--- config.mk ---
export PLATFORM = sky130hd
export DESIGN_NAME = pu_spi
export DESIGN_NICKNAME = d
export VERILOG_FILES = /design/src/rtl/pu_spi.sv
export SDC_FILE = /design/constraint.sdc
export NUM_CORES = 1
export LEC_CHECK = 0
export ABC_AREA = 1
export CAP_MARGIN = 15
export CELL_PAD_IN_SITES_DETAIL_PLACEMENT = 0
export CELL_PAD_IN_SITES_GLOBAL_PLACEMENT = 2
export CORE_MARGIN = 1
export CORE_UTILIZATION = 40
export DETAILED_ROUTE_END_ITERATION = 6
export PLACE_DENSITY_LB_ADDON = 0.1
export REMOVE_ABC_BUFFERS = 1
export SETUP_SLACK_MARGIN = 0.05
export SYNTH_ARGS = -nofsm -noshare
export SYNTH_HDL_FRONTEND = slang
export SYNTH_SLANG_ARGS = --single-unit
--- constraint.sdc ---
create_clock -name clk -period 8.9 [get_ports clk]
set_input_delay 1.335 -clock clk [delete_from_list [all_inputs] [get_ports clk]]
set_output_delay 1.335 -clock clk [all_outputs]
set_load 0.05 [all_outputs]
--- src/rtl/pu_spi.sv ---
// SPI slave processing unit (CPOL=0, CPHA=0) bridging the NITTA data bus and an
// external SPI master through four word buffers:
//   NS: written by the NITTA bus,  ST: transmitted on miso,
//   SR: received from mosi,        NR: read by the NITTA bus.
// flag_cycle swaps NS->ST and SR->NR and clears the writable side.
// Ports:
//   clk, rst                  system clock, asynchronous active-high reset
//   signal_wr, data_in        NITTA write strobe and word
//   attr_in                   NITTA attributes (ignored)
//   signal_oe                 NITTA read strobe
//   data_out, attr_out        NITTA read word / attributes (bit 0 = INVALID),
//                             zero while signal_oe=0 so they can be OR-ed
//   flag_cycle                computational cycle pulse (buffer swap)
//   flag_start, flag_stop     one-clk pulses at SPI transaction start/end
//   mosi, miso, sclk, cs      SPI slave pins (cs active-low)
// Build option: define PU_SPI_LSB_FIRST_EN to shift SPI words LSB first.
module pu_spi #(
    parameter int DATA_WIDTH  = 8,
    parameter int ATTR_WIDTH  = 4,
    parameter int BUFFER_SIZE = 3
) (
    input  logic                  clk,
    input  logic                  rst,
    input  logic                  signal_wr,
    input  logic [DATA_WIDTH-1:0] data_in,
    input  logic [ATTR_WIDTH-1:0] attr_in,
    input  logic                  signal_oe,
    output logic [DATA_WIDTH-1:0] data_out,
    output logic [ATTR_WIDTH-1:0] attr_out,
    input  logic                  flag_cycle,
    output logic                  flag_start,
    output logic                  flag_stop,
    input  logic                  mosi,
    output logic                  miso,
    input  logic                  sclk,
    input  logic                  cs
);
    localparam int unsigned PTR_W = $clog2(BUFFER_SIZE + 1);
    localparam int unsigned IDX_W = (BUFFER_SIZE > 1) ? $clog2(BUFFER_SIZE) : 1;
    localparam int unsigned CNT_W = (DATA_WIDTH > 1) ? $clog2(DATA_WIDTH) : 1;
    localparam logic [PTR_W-1:0] BUF_FULL = PTR_W'(BUFFER_SIZE);
    localparam logic [CNT_W-1:0] BIT_LAST = CNT_W'(DATA_WIDTH - 1);

    logic [DATA_WIDTH-1:0] ns_buf [BUFFER_SIZE];
    logic [DATA_WIDTH-1:0] st_buf [BUFFER_SIZE];
    logic [DATA_WIDTH-1:0] sr_buf [BUFFER_SIZE];
    logic [DATA_WIDTH-1:0] nr_buf [BUFFER_SIZE];

    logic [PTR_W-1:0] wr_ptr, rd_ptr, sr_ptr, st_ptr, st_cnt, nr_cnt;
    logic [CNT_W-1:0] bit_cnt;
    logic [DATA_WIDTH-1:0] rx_sh, tx_sh;
    logic sclk_meta, sclk_sync, sclk_prev;
    logic cs_meta, cs_sync, cs_prev;
    logic mosi_meta, mosi_sync;
    logic active;

    logic sclk_rise, sclk_fall, cs_fall, cs_rise, word_done, rd_valid, tx_bit;
    logic [DATA_WIDTH-1:0] rx_next, tx_shifted, st_first_word, st_next_word;
    logic [PTR_W-1:0] st_ptr_inc;
    logic unused_attr;

    assign unused_attr = ^attr_in;

    // Edge detection on synchronised pins; sclk only counts inside a started transaction
    always_comb begin
        sclk_rise = active & ~cs_sync & sclk_sync & ~sclk_prev;
        sclk_fall = active & ~cs_sync & ~sclk_sync & sclk_prev;
        cs_fall   = ~cs_sync & cs_prev;
        cs_rise   = active & cs_sync & ~cs_prev;
        word_done = sclk_rise & (bit_cnt == BIT_LAST);
    end

    // Bit ordering of the shift registers
    always_comb begin
`ifdef PU_SPI_LSB_FIRST_EN
        rx_next    = {mosi_sync, rx_sh[DATA_WIDTH-1:1]};
        tx_shifted = {1'b0, tx_sh[DATA_WIDTH-1:1]};
        tx_bit     = tx_sh[0];
`else
        rx_next    = {rx_sh[DATA_WIDTH-2:0], mosi_sync};
        tx_shifted = {tx_sh[DATA_WIDTH-2:0], 1'b0};
        tx_bit     = tx_sh[DATA_WIDTH-1];
`endif
    end

    // ST words past the count handed over at the last swap transmit as zero
    always_comb begin
        st_ptr_inc    = (st_ptr == BUF_FULL) ? st_ptr : st_ptr + PTR_W'(1);
        st_first_word = (st_cnt != '0) ? st_buf[0] : '0;
        st_next_word  = (st_ptr_inc < st_cnt) ? st_buf[IDX_W'(st_ptr_inc)] : '0;
    end

    // NITTA read port is combinational so it can be OR-ed onto the shared bus
    always_comb begin
        rd_valid = rd_ptr < nr_cnt;
        data_out = '0;
        attr_out = '0;
        if (!rst && signal_oe) begin
            if (rd_valid) data_out = nr_buf[IDX_W'(rd_ptr)];
            else          attr_out = ATTR_WIDTH'(1'b1);
        end
    end

    assign miso = active & tx_bit;

    // Synchronisers, SPI engine, NITTA pointers and the cycle swap
    always_ff @(posedge clk or posedge rst) begin
        if (rst) begin
            for (int i = 0; i < BUFFER_SIZE; i++) begin
                ns_buf[i] <= '0;
                st_buf[i] <= '0;
                sr_buf[i] <= '0;
                nr_buf[i] <= '0;
            end
            wr_ptr     <= '0;
            rd_ptr     <= '0;
            sr_ptr     <= '0;
            st_ptr     <= '0;
            st_cnt     <= '0;
            nr_cnt     <= '0;
            bit_cnt    <= '0;
            rx_sh      <= '0;
            tx_sh      <= '0;
            sclk_meta  <= 1'b0;
            sclk_sync  <= 1'b0;
            sclk_prev  <= 1'b0;
            cs_meta    <= 1'b0;
            cs_sync    <= 1'b0;
            cs_prev    <= 1'b0;
            mosi_meta  <= 1'b0;
            mosi_sync  <= 1'b0;
            active     <= 1'b0;
            flag_start <= 1'b0;
            flag_stop  <= 1'b0;
        end else begin
            sclk_meta  <= sclk;
            sclk_sync  <= sclk_meta;
            sclk_prev  <= sclk_sync;
            cs_meta    <= cs;
            cs_sync    <= cs_meta;
            cs_prev    <= cs_sync;
            mosi_meta  <= mosi;
            mosi_sync  <= mosi_meta;
            flag_start <= cs_fall;
            flag_stop  <= cs_rise;

            if (sclk_rise) begin
                rx_sh   <= rx_next;
                bit_cnt <= word_done ? '0 : bit_cnt + CNT_W'(1);
            end
            // The fall right after a word boundary must not shift the freshly loaded word
            if (sclk_fall && bit_cnt != '0) tx_sh <= tx_shifted;
            if (word_done) begin
                st_ptr <= st_ptr_inc;
                tx_sh  <= st_next_word;
                if (sr_ptr != BUF_FULL) begin
                    sr_buf[IDX_W'(sr_ptr)] <= rx_next;
                    sr_ptr <= sr_ptr + PTR_W'(1);
                end
            end

            if (signal_wr && wr_ptr != BUF_FULL) begin
                ns_buf[IDX_W'(wr_ptr)] <= data_in;
                wr_ptr <= wr_ptr + PTR_W'(1);
            end
            if (signal_oe && rd_valid) rd_ptr <= rd_ptr + PTR_W'(1);

            // Swap first; a same-clk write or completed word lands in the cleared buffer
            if (flag_cycle) begin
                for (int i = 0; i < BUFFER_SIZE; i++) begin
                    st_buf[i] <= ns_buf[i];
                    nr_buf[i] <= sr_buf[i];
                    ns_buf[i] <= '0;
                    sr_buf[i] <= '0;
                end
                st_cnt <= wr_ptr;
                nr_cnt <= sr_ptr;
                rd_ptr <= '0;
                wr_ptr <= signal_wr ? PTR_W'(1) : '0;
                if (signal_wr) ns_buf[0] <= data_in;
                sr_ptr <= word_done ? PTR_W'(1) : '0;
                if (word_done) sr_buf[0] <= rx_next;
            end

            if (cs_rise) begin
                active  <= 1'b0;
                bit_cnt <= '0;
            end
            if (cs_fall) begin
                active  <= 1'b1;
                bit_cnt <= '0;
                sr_ptr  <= '0;
                st_ptr  <= '0;
                tx_sh   <= st_first_word;
            end
        end
    end
endmodule

==> flow_summary.ini <==
[synthesis]
post_synth_inst_count = 708
synthesis.area_per_instance_um2 = 8.737
sequential_cell_area_fraction_in_the_yosys_report = 0.5542
synth_area_um2 = 6186
synth_cell_types = 32
ys_ff_latch = 137
ys_warn_count = 0

[die]
start_util = 0.4084
core_area_um2 = 15150
vertical_die_dimension_um = 126.4
die_width_um = 126.4
core.rowCount = 45
floorplan.die_area_um2 = 15970
io-pin-count = 35

[global_routing]
global_route_congestion_overflow_total = 0
pin_count_of_the_biggest_net_entering_global_routing = 77
grt_antenna_before_repair = 0
grt_pass1_vias = 4516
grt_pass1_wl_um = 23080
groute.usage.overall = 0.1893

[route]
drt_wl_total_um = 13520
post-route-drc-count = 0
route.vias.total = 4500
routed_wirelength_normalized_by_instance_count_um = 14.63
drtAntennaViolNets = 0
firstDrtPassIters = 5
route.detailed.vias_per_inst = 4.870
first_iter_violations = 271

[cts]
htree_num_levels = 4
insertion_delay_ns = 0.41
bufs_on_longest_clock_path = 2
cts_resized = 0
postCtsSetupBuffers = 0
cts-buffers-inserted = 17
cts_tree = done
cts-hold-fix-buffers = 0
cts.sink_count = 137
cts.clk_slew.worst_paths_ns = 0.06
cts_root_buf = sky130_fd_sc_hd__clkbuf_16

[sta]
timing.hold.ws_ns = 0.3519
grt_setup_unrepaired = false
period_share = 0.5688
final_sum_of_negative_setup_slack_ns = 0
worst-slew-pin-transition_ns = 0.9614
setup_viol_count_final = 0
min_cycle_time_layout_ns = 5.062
final_critical_path_setup_slack_ns = 3.838
max-slew-margin-rel = 0.3590
worst_clock_skew_ns = 0.008010
final_hold_viol_count = 0
fmax_mhz = 197.5
fin_max_slew_vios = 0

[setup_path]
path_max_fanout = 64
required_time_of_the_critical_path_ns = 7.57
cp_data_arrival_time_ns = 3.73
setup.worst_path.end_class = primary output
startpoint_type = input port
criticalPathCategory = in -> out

[cells_and_area]
areaGrowthSynthToFinish_pct = 14.04
number_of_inserted_diodes = 0
ratio_of_cells_with_drive_above_1_in_the_final_layout = 0.07065
num-nets-final = 760

[place]
buffer_ports.inserted = 27
dpl.hpwl_um = 8735
routabilityCongestion = 0.7299
post-place-ws_ns = 3.762

[run]
drv_cap = 0

[power]
max-vdd-ir-drop_mv = 0.1140
pwr_density_cell_nw_per_um2 = 217.1
leakage_power_nw = 3.205
design_power_total_mw = 1.532

[status]
run_status = finished clean

[hold_path]
hp-class = reg -> reg
==> kinds of logic (layout without fill, tap and decap cells) <==
kind of cell,Yosys count,after routing,synth area share
buffers and inverters,127,153,0.08981
XOR/XNOR,1,1,0.001416
AO/OA/AOI/OAI,137,137,0.1236
AND/OR/NAND/NOR,292,292,0.2041
adder cells (fa/ha/maj),13,13,0.02630
other,1,3,0.0006062
flip-flops,137,137,0.5542
==> critical path, stage by stage <==
cell	delay [ns]
sky130_fd_sc_hd__clkdlybuf4s50_1	0.47
sky130_fd_sc_hd__inv_6	0.43
sky130_fd_sc_hd__nand3_1	0.41
sky130_fd_sc_hd__nor2_1	0.22
sky130_fd_sc_hd__clkdlybuf4s50_1	0.83
==> metrics by stage <==
stage / std cells / cell area, µm² / utilization
2_1_floorplan: 678 / 5995 / -
5_1_grt: 924 / 7054 / 0.4658
3_3_place_gp: 896 / 6528 / 0.4310
3_5_place_dp: 896 / 6528 / 0.4310
4_1_cts: 924 / 7054 / 0.4658
6_report: 924 / 7054 / 0.4658
==> routing by layer <==
layer  vias up  share of wire  track usage
met5         -              0            0
met4         0          0.024      0.08079
met3        20          0.022      0.04049
met2        58           0.49       0.3165
met1      2131           0.46       0.2381
li1       2291              -            -
==> Yosys cell counts <==
| cell | number | share of area |
|---|---|---|
| sky130_fd_sc_hd__a22oi_1 | 8 | 0.0097 |
| sky130_fd_sc_hd__a21oi_4 | 2 | 0.0053 |
| sky130_fd_sc_hd__buf_12 | 1 | 0.0032 |
| sky130_fd_sc_hd__nor2_2 | 5 | 0.0051 |
| sky130_fd_sc_hd__o21ai_0 | 85 | 0.069 |
| sky130_fd_sc_hd__nor2_1 | 51 | 0.031 |
| sky130_fd_sc_hd__xor2_1 | 1 | 0.0014 |
| sky130_fd_sc_hd__inv_1 | 92 | 0.056 |
| sky130_fd_sc_hd__buf_2 | 11 | 0.0089 |
| sky130_fd_sc_hd__nand3_4 | 2 | 0.0057 |
| sky130_fd_sc_hd__nand3_1 | 54 | 0.044 |
| sky130_fd_sc_hd__ha_1 | 13 | 0.026 |
| sky130_fd_sc_hd__nand4_1 | 2 | 0.0020 |
| sky130_fd_sc_hd__o2111ai_1 | 1 | 0.0014 |
| sky130_fd_sc_hd__nor3_1 | 1 | 0.00081 |
| sky130_fd_sc_hd__buf_4 | 5 | 0.0061 |
| sky130_fd_sc_hd__conb_1 | 1 | 0.00061 |
| sky130_fd_sc_hd__a21oi_1 | 14 | 0.011 |
| sky130_fd_sc_hd__clkinv_1 | 1 | 0.00061 |
| sky130_fd_sc_hd__buf_6 | 4 | 0.0073 |
| sky130_fd_sc_hd__nand2_1 | 166 | 0.10 |
| sky130_fd_sc_hd__inv_2 | 2 | 0.0012 |
| sky130_fd_sc_hd__o21ai_1 | 9 | 0.0073 |
| sky130_fd_sc_hd__o211ai_1 | 1 | 0.0012 |
| sky130_fd_sc_hd__nand2_2 | 6 | 0.0061 |
| sky130_fd_sc_hd__buf_1 | 3 | 0.0018 |
| sky130_fd_sc_hd__nor2_4 | 5 | 0.0091 |
| sky130_fd_sc_hd__o22ai_1 | 15 | 0.015 |
| sky130_fd_sc_hd__a211oi_2 | 1 | 0.0020 |
| sky130_fd_sc_hd__dfrtp_1 | 137 | 0.55 |
| sky130_fd_sc_hd__clkbuf_1 | 8 | 0.0049 |
| sky130_fd_sc_hd__a21oi_2 | 1 | 0.0014 |
==> sequential cells by signal (all words and copies together) (netlist names), 2 cells and up <==
| name | count |
|---|---|
| nr_buf | 24 |
| sr_ptr | 2 |
| st_buf | 24 |
| st_ptr | 2 |
| st_cnt | 2 |
| rd_ptr | 2 |
| tx_sh | 8 |
| bit_cnt | 3 |
| sr_buf | 24 |
| rx_sh | 7 |
| wr_ptr | 2 |
| ns_buf | 24 |
| nr_cnt | 2 |
==> path summary, 6_finish.rpt <==
| kind | start | slack [ns] | depth (start not counted) | end |
|---|---|---|---|---|
| setup / recovery | rst | 3.84 | 5 | data_out[5] |
| hold / removal | mosi_meta$_DFF_PP0_ | 0.35 | 0 | mosi_sync$_DFF_PP0_ |
| setup reg to reg | st_ptr[0]$_DFFE_PP0P_ | 6.77 | 8 | tx_sh[5]$_DFFE_PP0P_ |
| hold reg to reg | mosi_meta$_DFF_PP0_ | 0.35 | 0 | mosi_sync$_DFF_PP0_ |
| max in group asynchronous | rst | 6.13 | 3 | tx_sh[1]$_DFFE_PP0P_ |
| min in group asynchronous | rst | 1.36 | 2 | sr_buf[21]$_DFFE_PP0P_ |
==> power breakdown <==
part           switching (mW)  internal [mW]  total (mW)
combinational           0.120         0.0580       0.178
sequential             0.0321          0.677       0.709
clock                   0.246          0.398       0.644
total                   0.398           1.13        1.53
==> layout by cell type (no fill, tap or decap) <==
master	instances
sky130_fd_sc_hd__o21ai_0	85
sky130_fd_sc_hd__nand3_1	54
sky130_fd_sc_hd__ha_1	13
sky130_fd_sc_hd__xor2_1	1
sky130_fd_sc_hd__clkbuf_16	17
sky130_fd_sc_hd__o2111ai_1	1
sky130_fd_sc_hd__clkdlybuf4s50_1	27
sky130_fd_sc_hd__nor3_1	1
sky130_fd_sc_hd__a211oi_2	1
sky130_fd_sc_hd__clkinv_1	1
sky130_fd_sc_hd__a21oi_1	14
sky130_fd_sc_hd__inv_2	2
sky130_fd_sc_hd__clkbuf_8	3
sky130_fd_sc_hd__o21ai_1	9
sky130_fd_sc_hd__inv_1	91
sky130_fd_sc_hd__nor2_1	51
sky130_fd_sc_hd__dfrtp_1	137
sky130_fd_sc_hd__a21oi_4	2
sky130_fd_sc_hd__nand3_4	2
sky130_fd_sc_hd__nand2_2	6
sky130_fd_sc_hd__o22ai_1	15
sky130_fd_sc_hd__nor2_4	5
sky130_fd_sc_hd__bufinv_16	1
sky130_fd_sc_hd__buf_4	3
sky130_fd_sc_hd__o211ai_1	1
sky130_fd_sc_hd__nand4_1	2
sky130_fd_sc_hd__a22oi_1	8
sky130_fd_sc_hd__nand2_1	166
sky130_fd_sc_hd__nor2_2	5
sky130_fd_sc_hd__conb_1	3
sky130_fd_sc_hd__clkinv_2	3
sky130_fd_sc_hd__clkbuf_1	4
sky130_fd_sc_hd__a21oi_2	1
sky130_fd_sc_hd__inv_6	1
==> final cells by class <==
cell class	instances	area, µm²
clock buffer	24	481.7
clock inverter	4	45.04
fill	1510	8092
inverter	95	361.6
multi-input combinational	446	2210
sequential	137	3428
tap	188	235.2
timing repair buffer	30	292.8
Note: power is estimated with default switching activity, not from simulation.
